`src/rtl/axi_sram_pkg.sv`:
```
// Shared types and constants for the AXI4-to-SRAM slave controller.
// Holds the AXI channel widths, burst/response encodings and the FSM state type.
package axi_sram_pkg;

    localparam int DEFAULT_SRAM_ADDR_BITS = 14;

    localparam int AXI_ID_BITS   = 8;
    localparam int AXI_ADDR_BITS = 32;
    localparam int AXI_DATA_BITS = 32;
    localparam int AXI_STRB_BITS = AXI_DATA_BITS / 8;
    localparam int AXI_LEN_BITS  = 8;
    localparam int AXI_SIZE_BITS = 3;

    localparam logic [1:0] BURST_FIXED = 2'b00;
    localparam logic [1:0] BURST_INCR  = 2'b01;
    localparam logic [1:0] BURST_WRAP  = 2'b10;

    localparam logic [1:0] RESP_OKAY = 2'b00;

    typedef enum logic [2:0] {
        IDLE,
        R_ISSUE,
        R_DATA,
        W_DATA,
        W_RESP
    } state_t;

endpackage

```
`src/rtl/axi_sram_slave_if.sv`:
```
// Per-slave AXI bundle between the bridge and one slave port.
// S2AXIin carries bridge-driven signals into the slave, S2AXIout carries the slave's replies.
interface inf_Slave;
    import axi_sram_pkg::*;

    logic [AXI_ID_BITS-1:0]   awid;
    logic [AXI_ADDR_BITS-1:0] awaddr;
    logic [AXI_LEN_BITS-1:0]  awlen;
    logic [AXI_SIZE_BITS-1:0] awsize;
    logic [1:0]               awburst;
    logic                     awvalid;
    logic                     awready;

    logic [AXI_DATA_BITS-1:0] wdata;
    logic [AXI_STRB_BITS-1:0] wstrb;
    logic                     wlast;
    logic                     wvalid;
    logic                     wready;

    logic [AXI_ID_BITS-1:0]   bid;
    logic [1:0]               bresp;
    logic                     bvalid;
    logic                     bready;

    logic [AXI_ID_BITS-1:0]   arid;
    logic [AXI_ADDR_BITS-1:0] araddr;
    logic [AXI_LEN_BITS-1:0]  arlen;
    logic [AXI_SIZE_BITS-1:0] arsize;
    logic [1:0]               arburst;
    logic                     arvalid;
    logic                     arready;

    logic [AXI_ID_BITS-1:0]   rid;
    logic [AXI_DATA_BITS-1:0] rdata;
    logic [1:0]               rresp;
    logic                     rlast;
    logic                     rvalid;
    logic                     rready;

    modport S2AXIin (
        input awid, awaddr, awlen, awsize, awburst, awvalid,
        input wdata, wstrb, wlast, wvalid,
        input bready,
        input arid, araddr, arlen, arsize, arburst, arvalid,
        input rready
    );

    modport S2AXIout (
        output awready, wready,
        output bid, bresp, bvalid,
        output arready,
        output rid, rdata, rresp, rlast, rvalid
    );

    modport master (
        output awid, awaddr, awlen, awsize, awburst, awvalid,
        output wdata, wstrb, wlast, wvalid,
        output bready,
        output arid, araddr, arlen, arsize, arburst, arvalid,
        output rready,
        input  awready, wready, bid, bresp, bvalid,
        input  arready, rid, rdata, rresp, rlast, rvalid
    );

endinterface

```
`src/rtl/axi_sram_slave.sv`:
```
// AXI4 slave that turns read/write bursts into single-port synchronous SRAM accesses.
// One transaction at a time; reads take two cycles per beat, writes one cycle per beat.
module axi_sram_slave
    import axi_sram_pkg::*;
#(
    parameter int SRAM_ADDR_BITS = DEFAULT_SRAM_ADDR_BITS
) (
    input  logic                      ACLK,
    input  logic                      ARESETn,
    inf_Slave.S2AXIin                 s_in,
    inf_Slave.S2AXIout                s_out,
    output logic                      sram_cs,
    output logic                      sram_oe,
    output logic [3:0]                sram_web,
    output logic [SRAM_ADDR_BITS-1:0] sram_a,
    output logic [31:0]               sram_di,
    input  logic [31:0]               sram_do
);

    state_t                    state;
    state_t                    state_next;
    logic [AXI_ID_BITS-1:0]    id_q;
    logic [SRAM_ADDR_BITS-1:0] addr_q;
    logic [SRAM_ADDR_BITS-1:0] addr_next;
    logic [AXI_LEN_BITS-1:0]   len_q;
    logic [AXI_LEN_BITS-1:0]   beat_q;
    logic [1:0]                burst_q;
    logic                      aw_hs;
    logic                      ar_hs;
    logic                      last_beat;

    // Writes win a tie with reads because arready is masked by awvalid.
    assign aw_hs     = (state == IDLE) && s_in.awvalid;
    assign ar_hs     = (state == IDLE) && s_in.arvalid && !s_in.awvalid;
    assign last_beat = (beat_q == len_q);
    // WRAP bursts are deliberately handled as INCR; the address wraps silently at the top word.
    assign addr_next = (burst_q == BURST_FIXED) ? addr_q : addr_q + SRAM_ADDR_BITS'(1);

    // NOTE: sequential state uses non-blocking assignments so every flop samples pre-edge values.
    always_ff @(posedge ACLK or negedge ARESETn) begin
        if (!ARESETn) begin
            state <= IDLE;
        end else begin
            state <= state_next;
        end
    end

    always_comb begin
        state_next = state;
        case (state)
            IDLE: begin
                if (aw_hs) begin
                    state_next = W_DATA;
                end else if (ar_hs) begin
                    state_next = R_ISSUE;
                end
            end
            R_ISSUE: state_next = R_DATA;
            R_DATA: begin
                if (s_in.rready) begin
                    state_next = last_beat ? IDLE : R_ISSUE;
                end
            end
            W_DATA: begin
                if (s_in.wvalid && s_in.wlast) begin
                    state_next = W_RESP;
                end
            end
            W_RESP: begin
                if (s_in.bready) begin
                    state_next = IDLE;
                end
            end
            default: state_next = IDLE;
        endcase
    end

    always_ff @(posedge ACLK or negedge ARESETn) begin
        if (!ARESETn) begin
            id_q    <= '0;
            addr_q  <= '0;
            len_q   <= '0;
            burst_q <= '0;
            beat_q  <= '0;
        end else if (aw_hs) begin
            id_q    <= s_in.awid;
            addr_q  <= s_in.awaddr[SRAM_ADDR_BITS+1:2];
            len_q   <= s_in.awlen;
            burst_q <= s_in.awburst;
            beat_q  <= '0;
        end else if (ar_hs) begin
            id_q    <= s_in.arid;
            addr_q  <= s_in.araddr[SRAM_ADDR_BITS+1:2];
            len_q   <= s_in.arlen;
            burst_q <= s_in.arburst;
            beat_q  <= '0;
        end else if (state == R_DATA && s_in.rready && !last_beat) begin
            addr_q <= addr_next;
            beat_q <= beat_q + AXI_LEN_BITS'(1);
        end else if (state == W_DATA && s_in.wvalid) begin
            addr_q <= addr_next;
        end
    end

    // NOTE: every output gets a default before the case so no path leaves a latch behind.
    always_comb begin
        s_out.awready = (state == IDLE);
        s_out.arready = (state == IDLE) && !s_in.awvalid;
        s_out.wready  = 1'b0;
        s_out.bid     = '0;
        s_out.bresp   = '0;
        s_out.bvalid  = 1'b0;
        s_out.rid     = '0;
        s_out.rdata   = '0;
        s_out.rresp   = '0;
        s_out.rlast   = 1'b0;
        s_out.rvalid  = 1'b0;
        sram_cs       = 1'b0;
        sram_oe       = 1'b0;
        sram_web      = 4'hF;
        sram_a        = '0;
        sram_di       = '0;
        case (state)
            R_ISSUE: begin
                sram_cs = 1'b1;
                sram_oe = 1'b1;
                sram_a  = addr_q;
            end
            R_DATA: begin
                // Address stays on the bus so sram_do holds steady through an R stall.
                sram_cs      = 1'b1;
                sram_oe      = 1'b1;
                sram_a       = addr_q;
                s_out.rvalid = 1'b1;
                s_out.rdata  = sram_do;
                s_out.rid    = id_q;
                s_out.rresp  = RESP_OKAY;
                s_out.rlast  = last_beat;
            end
            W_DATA: begin
                s_out.wready = 1'b1;
                if (s_in.wvalid) begin
                    sram_cs  = 1'b1;
                    sram_web = ~s_in.wstrb;
                    sram_a   = addr_q;
                    sram_di  = s_in.wdata;
                end
            end
            W_RESP: begin
                s_out.bvalid = 1'b1;
                s_out.bid    = id_q;
                s_out.bresp  = RESP_OKAY;
            end
            default: ;
        endcase
    end

endmodule

```
`src/flat_wrapper.sv`:
```
// flat-port wrapper written by rule: the top's interface ports become plain ports
module axi_sram_slave_flat import axi_sram_pkg::*;
#(
    parameter int SRAM_ADDR_BITS = DEFAULT_SRAM_ADDR_BITS
)
  (ACLK, ARESETn, sram_cs, sram_oe, sram_web, sram_a, sram_di, sram_do, s_in_awid, s_in_awaddr, s_in_awlen, s_in_awsize, s_in_awburst, s_in_awvalid, s_in_wdata, s_in_wstrb, s_in_wlast, s_in_wvalid, s_in_bready, s_in_arid, s_in_araddr, s_in_arlen, s_in_arsize, s_in_arburst, s_in_arvalid, s_in_rready, s_out_awready, s_out_wready, s_out_bid, s_out_bresp, s_out_bvalid, s_out_arready, s_out_rid, s_out_rdata, s_out_rresp, s_out_rlast, s_out_rvalid);
  inf_Slave s_in_i ();
  inf_Slave s_out_i ();
  input  logic ACLK;
  input  logic ARESETn;
  output logic sram_cs;
  output logic sram_oe;
  output logic [3:0] sram_web;
  output logic [SRAM_ADDR_BITS-1:0] sram_a;
  output logic [31:0] sram_di;
  input  logic [31:0] sram_do;
  input wire logic [$bits(s_in_i.awid)-1:0] s_in_awid;
  input wire logic [$bits(s_in_i.awaddr)-1:0] s_in_awaddr;
  input wire logic [$bits(s_in_i.awlen)-1:0] s_in_awlen;
  input wire logic [$bits(s_in_i.awsize)-1:0] s_in_awsize;
  input wire logic [$bits(s_in_i.awburst)-1:0] s_in_awburst;
  input wire logic [$bits(s_in_i.awvalid)-1:0] s_in_awvalid;
  input wire logic [$bits(s_in_i.wdata)-1:0] s_in_wdata;
  input wire logic [$bits(s_in_i.wstrb)-1:0] s_in_wstrb;
  input wire logic [$bits(s_in_i.wlast)-1:0] s_in_wlast;
  input wire logic [$bits(s_in_i.wvalid)-1:0] s_in_wvalid;
  input wire logic [$bits(s_in_i.bready)-1:0] s_in_bready;
  input wire logic [$bits(s_in_i.arid)-1:0] s_in_arid;
  input wire logic [$bits(s_in_i.araddr)-1:0] s_in_araddr;
  input wire logic [$bits(s_in_i.arlen)-1:0] s_in_arlen;
  input wire logic [$bits(s_in_i.arsize)-1:0] s_in_arsize;
  input wire logic [$bits(s_in_i.arburst)-1:0] s_in_arburst;
  input wire logic [$bits(s_in_i.arvalid)-1:0] s_in_arvalid;
  input wire logic [$bits(s_in_i.rready)-1:0] s_in_rready;
  output wire logic [$bits(s_out_i.awready)-1:0] s_out_awready;
  output wire logic [$bits(s_out_i.wready)-1:0] s_out_wready;
  output wire logic [$bits(s_out_i.bid)-1:0] s_out_bid;
  output wire logic [$bits(s_out_i.bresp)-1:0] s_out_bresp;
  output wire logic [$bits(s_out_i.bvalid)-1:0] s_out_bvalid;
  output wire logic [$bits(s_out_i.arready)-1:0] s_out_arready;
  output wire logic [$bits(s_out_i.rid)-1:0] s_out_rid;
  output wire logic [$bits(s_out_i.rdata)-1:0] s_out_rdata;
  output wire logic [$bits(s_out_i.rresp)-1:0] s_out_rresp;
  output wire logic [$bits(s_out_i.rlast)-1:0] s_out_rlast;
  output wire logic [$bits(s_out_i.rvalid)-1:0] s_out_rvalid;
  assign s_in_i.awid = s_in_awid;
  assign s_in_i.awaddr = s_in_awaddr;
  assign s_in_i.awlen = s_in_awlen;
  assign s_in_i.awsize = s_in_awsize;
  assign s_in_i.awburst = s_in_awburst;
  assign s_in_i.awvalid = s_in_awvalid;
  assign s_in_i.wdata = s_in_wdata;
  assign s_in_i.wstrb = s_in_wstrb;
  assign s_in_i.wlast = s_in_wlast;
  assign s_in_i.wvalid = s_in_wvalid;
  assign s_in_i.bready = s_in_bready;
  assign s_in_i.arid = s_in_arid;
  assign s_in_i.araddr = s_in_araddr;
  assign s_in_i.arlen = s_in_arlen;
  assign s_in_i.arsize = s_in_arsize;
  assign s_in_i.arburst = s_in_arburst;
  assign s_in_i.arvalid = s_in_arvalid;
  assign s_in_i.rready = s_in_rready;
  assign s_out_awready = s_out_i.awready;
  assign s_out_wready = s_out_i.wready;
  assign s_out_bid = s_out_i.bid;
  assign s_out_bresp = s_out_i.bresp;
  assign s_out_bvalid = s_out_i.bvalid;
  assign s_out_arready = s_out_i.arready;
  assign s_out_rid = s_out_i.rid;
  assign s_out_rdata = s_out_i.rdata;
  assign s_out_rresp = s_out_i.rresp;
  assign s_out_rlast = s_out_i.rlast;
  assign s_out_rvalid = s_out_i.rvalid;
  axi_sram_slave #(.SRAM_ADDR_BITS(SRAM_ADDR_BITS)) u_core (.ACLK(ACLK), .ARESETn(ARESETn), .s_in(s_in_i), .s_out(s_out_i), .sram_cs(sram_cs), .sram_oe(sram_oe), .sram_web(sram_web), .sram_a(sram_a), .sram_di(sram_di), .sram_do(sram_do));
endmodule
```
`config.mk`:
```
export PLATFORM = sky130hd
export DESIGN_NAME = axi_sram_slave_flat
export DESIGN_NICKNAME = d
export VERILOG_FILES = /design/src/rtl/axi_sram_pkg.sv /design/src/rtl/axi_sram_slave_if.sv /design/src/rtl/axi_sram_slave.sv /design/src/flat_wrapper.sv
export SDC_FILE = /design/constraint.sdc
export NUM_CORES = 1
export LEC_CHECK = 0
export ABC_CLOCK_PERIOD_IN_PS = 2700
export CORE_AREA = 2 2 113 115
export DETAILED_ROUTE_END_ITERATION = 12
export DIE_AREA = 0 0 115 117
export DONT_BUFFER_PORTS = 1
export GPL_TIMING_DRIVEN = 1
export HOLD_SLACK_MARGIN = 0.06
export PLACE_DENSITY_LB_ADDON = 0.15
export SLEW_MARGIN = 20
export SYNTH_ARGS = -nofsm -noshare
export SYNTH_HDL_FRONTEND = slang
export SYNTH_SLANG_ARGS = --single-unit
```
`constraint.sdc`:
```
create_clock -name ACLK -period 2.7 [get_ports ACLK]
set_clock_uncertainty 0.05 [all_clocks]
set_input_delay 0.405 -clock ACLK [delete_from_list [all_inputs] [get_ports ACLK]]
set_output_delay 0.405 -clock ACLK [all_outputs]
set_load 0.005 [all_outputs]
```
=== Word-level counts from Yosys, hierarchy flattened ===
Index checks and enable logic that the tools add are counted.

* Order comparisons: 0
* Muxes and demuxes: 37
* Bitwise gates (word level): 1
* Multipliers: 0
* Divide/modulo/power cells: 0
* Reductions and logical operators: 17
* Equal/unequal tests: 9
* $add $sub $neg: 2
* Shift operators: 0

{| class="wikitable"
|+ Operator list
! cell !! count
|-
| $mux W32 || 3
|-
| $mux W14 || 6
|-
| $mux W8 || 9
|-
| $pmux W14 S2 || 1
|-
| $mux W3 || 5
|-
| $pmux W3 S5 || 1
|-
| $add A14 B1 Y14 const B || 1
|-
| $add A8 B1 Y8 const B || 1
|-
| $eq A8 B8 Y1 || 1
|-
| $logic_and A1 B1 Y1 || 8
|-
| $mux W4 || 2
|-
| $mux W1 || 7
|-
| $eq A3 B2 Y1 const B || 2
|-
| $mux W2 || 2
|-
| $ne A2 B2 Y1 const B || 2
|-
| $not A4 Y4 || 1
|-
| $reduce_and A4 Y1 || 1
|-
| $reduce_bool A4 Y1 || 1
|-
| $eq A3 B1 Y1 const B || 1
|-
| $eq A3 B3 Y1 const B || 1
|-
| $logic_not A3 Y1 || 1
|-
| $ne A3 B1 Y1 const B || 1
|-
| $reduce_bool A3 Y1 || 1
|-
| $logic_not A1 Y1 || 2
|-
| other kinds (5) || 5
|}

* Bits in latches: 0
* Memories kept: 0
* Input port bits: 182
* RAM bits: 0
* ROM bits: 0
* Bits in registers: 43
* Output and inout port bits: 110

=== Longest topological paths before layout ===
* Depth in word-level cells: 6
* Gate-level depth with buffers: 10
* Depth with buffers taken out: 6

=== Worst setup path after synthesis ===
Ideal clock, no wire load.

* Kind: reg2out
* Start point: register u_core.state[2]
* End point: output port sram_a[0]
* Stages on the path, launching flop included: 7
* Path slack: 0.674 ns
* Arrival time: 1.571 ns
* Path through: dfrtp_1 > and3b_1 > clkbuf_1 > nand2_1 > o21ai_0 > clkbuf_1 > and2_1

* Longest elaborated chain between the ends: 3
* Elaborated cells on any way between the ends: 5

{| class="wikitable"
|+ RTL lines
! item !! RTL line !! source
|-
| start: declaration || axi_sram_slave.sv:20 || <nowiki>state_t state;</nowiki>
|-
| start signal: assignment || axi_sram_slave.sv:44 || <nowiki>state <= state_next;</nowiki>
|-
| $eq A3 B1 Y1 or $eq A3 B2 Y1 (tied branches) || axi_sram_slave.sv:123 || <nowiki>case (state)</nowiki>
|-
| $reduce_or A2 Y1 (no source line) || -- ||
|-
| $pmux W14 S2 * || axi_sram_slave.sv:123 ||
|-
| end: declaration || flat_wrapper.sv:14 || <nowiki>output logic [SRAM_ADDR_BITS-1:0] sram_a;</nowiki>
|}

Mark *: on every way between the ends. The rest lies on a longest branch, timed or not.

=== Worst setup path in the final report ===
* Start point: register u_core.state[0]
* End point: register u_core.len_q[7]

* Longest elaborated chain between the ends: 4
* Elaborated cells on any way between the ends: 6

{| class="wikitable"
|+ RTL lines
! item !! RTL line !! source
|-
| $logic_not A3 Y1 * || -- ||
|-
| named net s_out_awready || flat_wrapper.sv:35 || <nowiki>output wire logic [$bits(s_out_i.awready)-1:0] s_out_awready;</nowiki>
|-
| $logic_and A1 B1 Y1 (2 in a row) || axi_sram_slave.sv:34 || <nowiki>assign ar_hs = (state == IDLE) && s_in.arvalid && !s_in.awvalid;</nowiki>
|-
| $reduce_bool A2 Y1 (no source line) || -- ||
|-
| end signal: assignment || axi_sram_slave.sv:88 || <nowiki>len_q <= s_in.awlen;</nowiki>
|-
| end signal: assignment || axi_sram_slave.sv:94 || <nowiki>len_q <= s_in.arlen;</nowiki>
|-
| end: declaration || axi_sram_slave.sv:25 || <nowiki>logic [AXI_LEN_BITS-1:0] len_q;</nowiki>
|}

The timed path passes the listed nets; every way through them passes the cells marked *.
A chain may end at the register's enable or synchronous reset.

==> out/results.tsv <==
metric	value	unit
multiInputGateArea	2230	um^2
drcViolationCount	0	
powerDensity	1080	nW/um^2
synth_ff_type	dfrtp_1	
hold_class	in -> reg	
vias	3027	
crit_buf_inv	2	
track_usage	15.1	%
cts-resized-gates	0	
post_cts.repair.setup_buffers	0	
wirelength	10.7	mm
dpl.hpwl	8.21	mm
viasPerCell	5.35	
grt_pass1_wl	15.8	mm
critical-path-top-delay-family	simple AND/OR/NAND/NOR gates	
maxCapViolCount	0	
netlist_area	3560	um^2
cts_tree	yes	
status	completed	
cts_made_buffers	5	
drive_gt1_share	10.1	%
critPathKind	reg -> reg	
layout_common_cells	64 x and2_1, 49 x nand2_1, 43 x dfrtp_1, 37 x and3_1, 26 x o21ai_0	
synthToLayoutAreaGrowth	8.05	%
synthDistinctLibCells	57	
seq_area	1080	um^2
n_fill_cell	1277	
die-area	13500	um^2
synth-async-reset-ratio	100	%
num_io_pins	292	
worst_ep_arrival_time	2.43	ns
end_kind	flop	
crit_chain	or3_1, clkinv_4, and2_1, buf_4, o21ai_0	
htree_levels	2	
die_y	117	um
vdd_drop_max	0.000449	V
setup-tns-final	0	ns
critPathMaxFanout	36	
cts.sinks	43	
syn_inst	425	
ys_ff_latch	43	
yosys_warnings	0	
drt_iter0_markers	155	
pre_cts_slack	0.327	ns
cp_slowest_cell	and2_1	
clkLatencyLatePin	0.29	ns
finalCritPeriodShare	86.3	%
fin_ws	0.371	ns
layout_commonest_cell	and2_1	
routabilityCongestion	0.770	
cp-start-kind	flop	
fin_util	31.2	%
cp.required	2.81	ns
grt_pass1_vias	2937	
fin_crit	2.33	ns
nets	599	
wl_per_cell	18.9	um
grt_util_met2	25.7	%
core	12300	um^2
drt_first_pass_iters	4	
portBuffers	0	
avgSynthCellArea	8.38	um^2
tightest_slew	0.589	ns
antenna_found_initial	0	
slowest_delay	0.51	ns
grt_overflow_total	0	
die_w	115	um
start_util	28.9	%
diodes	0	
synth-edff-count	0	
grt_util_met3	3.35	%
ant_nets	0	
clockBufferDepth	2	
setup_viol_count_final	0	
rows	41	
yosysSeqAreaShare	30.2	%
path_clk_slew	0.06	ns
grt_start_max_net_pins	44	
clk_root_buffer_cell	clkbuf_16	
finalHoldViolCount	0	
use_met1	19.8	%
total_leakage_power	1.77	nW
grt.busiest_layer	met2	
slew_viol_final	0	
max_freq	429	MHz
slew_headroom	60.7	%
rsz0062_at_grt	no	
[cells in the mapped netlist (5+ instances only)]
library cell  instances  share of area (%)
and3_1               37                6.5
nand2_1              49                5.2
buf_4                 7                1.5
clkbuf_1             17                1.8
xor2_1                8                2.0
xnor2_1               7                1.7
nand3_1              14                2.0
dfrtp_1              43                 30
and2_1               64                 11
a22oi_1               5                1.1
inv_1                 9               0.95
a21oi_1              13                1.8
mux2_4                5                2.1
nor2_1               16                1.7
o21ai_0              26                3.7
mux2i_1              24                6.7
o21ai_1               5               0.70
buf_6                 8                2.5
[worst paths after layout]
path                                  start               end  slack, ns  depth (start not counted)
min in group asynchronous           ARESETn  u_core.addr_q[6]       0.61                          2
hold / removal                  s_in_bready   u_core.state[2]       0.18                          1
hold reg to reg            u_core.beat_q[7]  u_core.beat_q[7]       0.53                          2
setup / recovery            u_core.state[0]   u_core.len_q[7]       0.37                          5
max in group asynchronous           ARESETn  u_core.beat_q[7]       1.77                          2
setup reg to reg            u_core.state[0]   u_core.len_q[7]       0.37                          5
[registers in the layout, summed over array words and instances, names as in the netlist]
name            cells
u_core.state        3
u_core.beat_q       8
u_core.burst_q      2
u_core.len_q        8
u_core.id_q         8
u_core.addr_q      14
[metrics by stage]
step / instance area [um^2] / power, mW / cells / hold slack, ns
final: 3850 / 4.16 / 566 / 0.177
after global routing: 3850 / 4.57 / 566 / 0.181
after CTS: 3850 / 4.21 / 566 / 0.176
after detailed placement: 3630 / 3.44 / 556 / 0.0607
after global placement: 3630 / 3.42 / 556 / 0.0610
after floorplan: 3570 / 3.01 / 428 / 0.0594
[power breakdown]
part	switching [mW]	total, mW	leakage, nW	internal [mW]
Clock	0.265	0.725	0.0868	0.461
Sequential	0.301	1.21	0.524	0.908
Combinational	1.24	2.23	1.16	0.984
[metal layers]
| layer | wire [um] | up-vias |
|---|---|---|
| li1 | - | 1451 |
| met4 | 88 | 0 |
| met2 | 5100 | 167 |
| met1 | 4770 | 1400 |
| met3 | 737 | 9 |
| met5 | 0 | - |
[cells by family after synthesis]
kind of cell / after synthesis / synth area share, %
fa+ha+maj: 2 / 0.703
xor+xnor: 15 / 3.69
mux: 32 / 9.81
buf+inv: 45 / 7.42
other cells: 1 / 0.105
compound gates: 83 / 15.9
flops: 43 / 30.2
simple gates: 204 / 32.2
[final cells by class]
class | instances | area share, %
clock buffer | 6 | 3.61
clock inverter | 2 | 0.911
inverter | 10 | 1.11
multi-input combinational | 340 | 58.0
sequential | 43 | 28.0
tap | 150 | 4.88
timing repair buffer | 15 | 3.51
[timing repair]
item                                    4_1_cts  5_1_grt
endpoints found under the hold margin        43        0
endpoints found under the setup margin        0        0
hold buffers                                  2        0
Power figures use the tool's default switching activity.
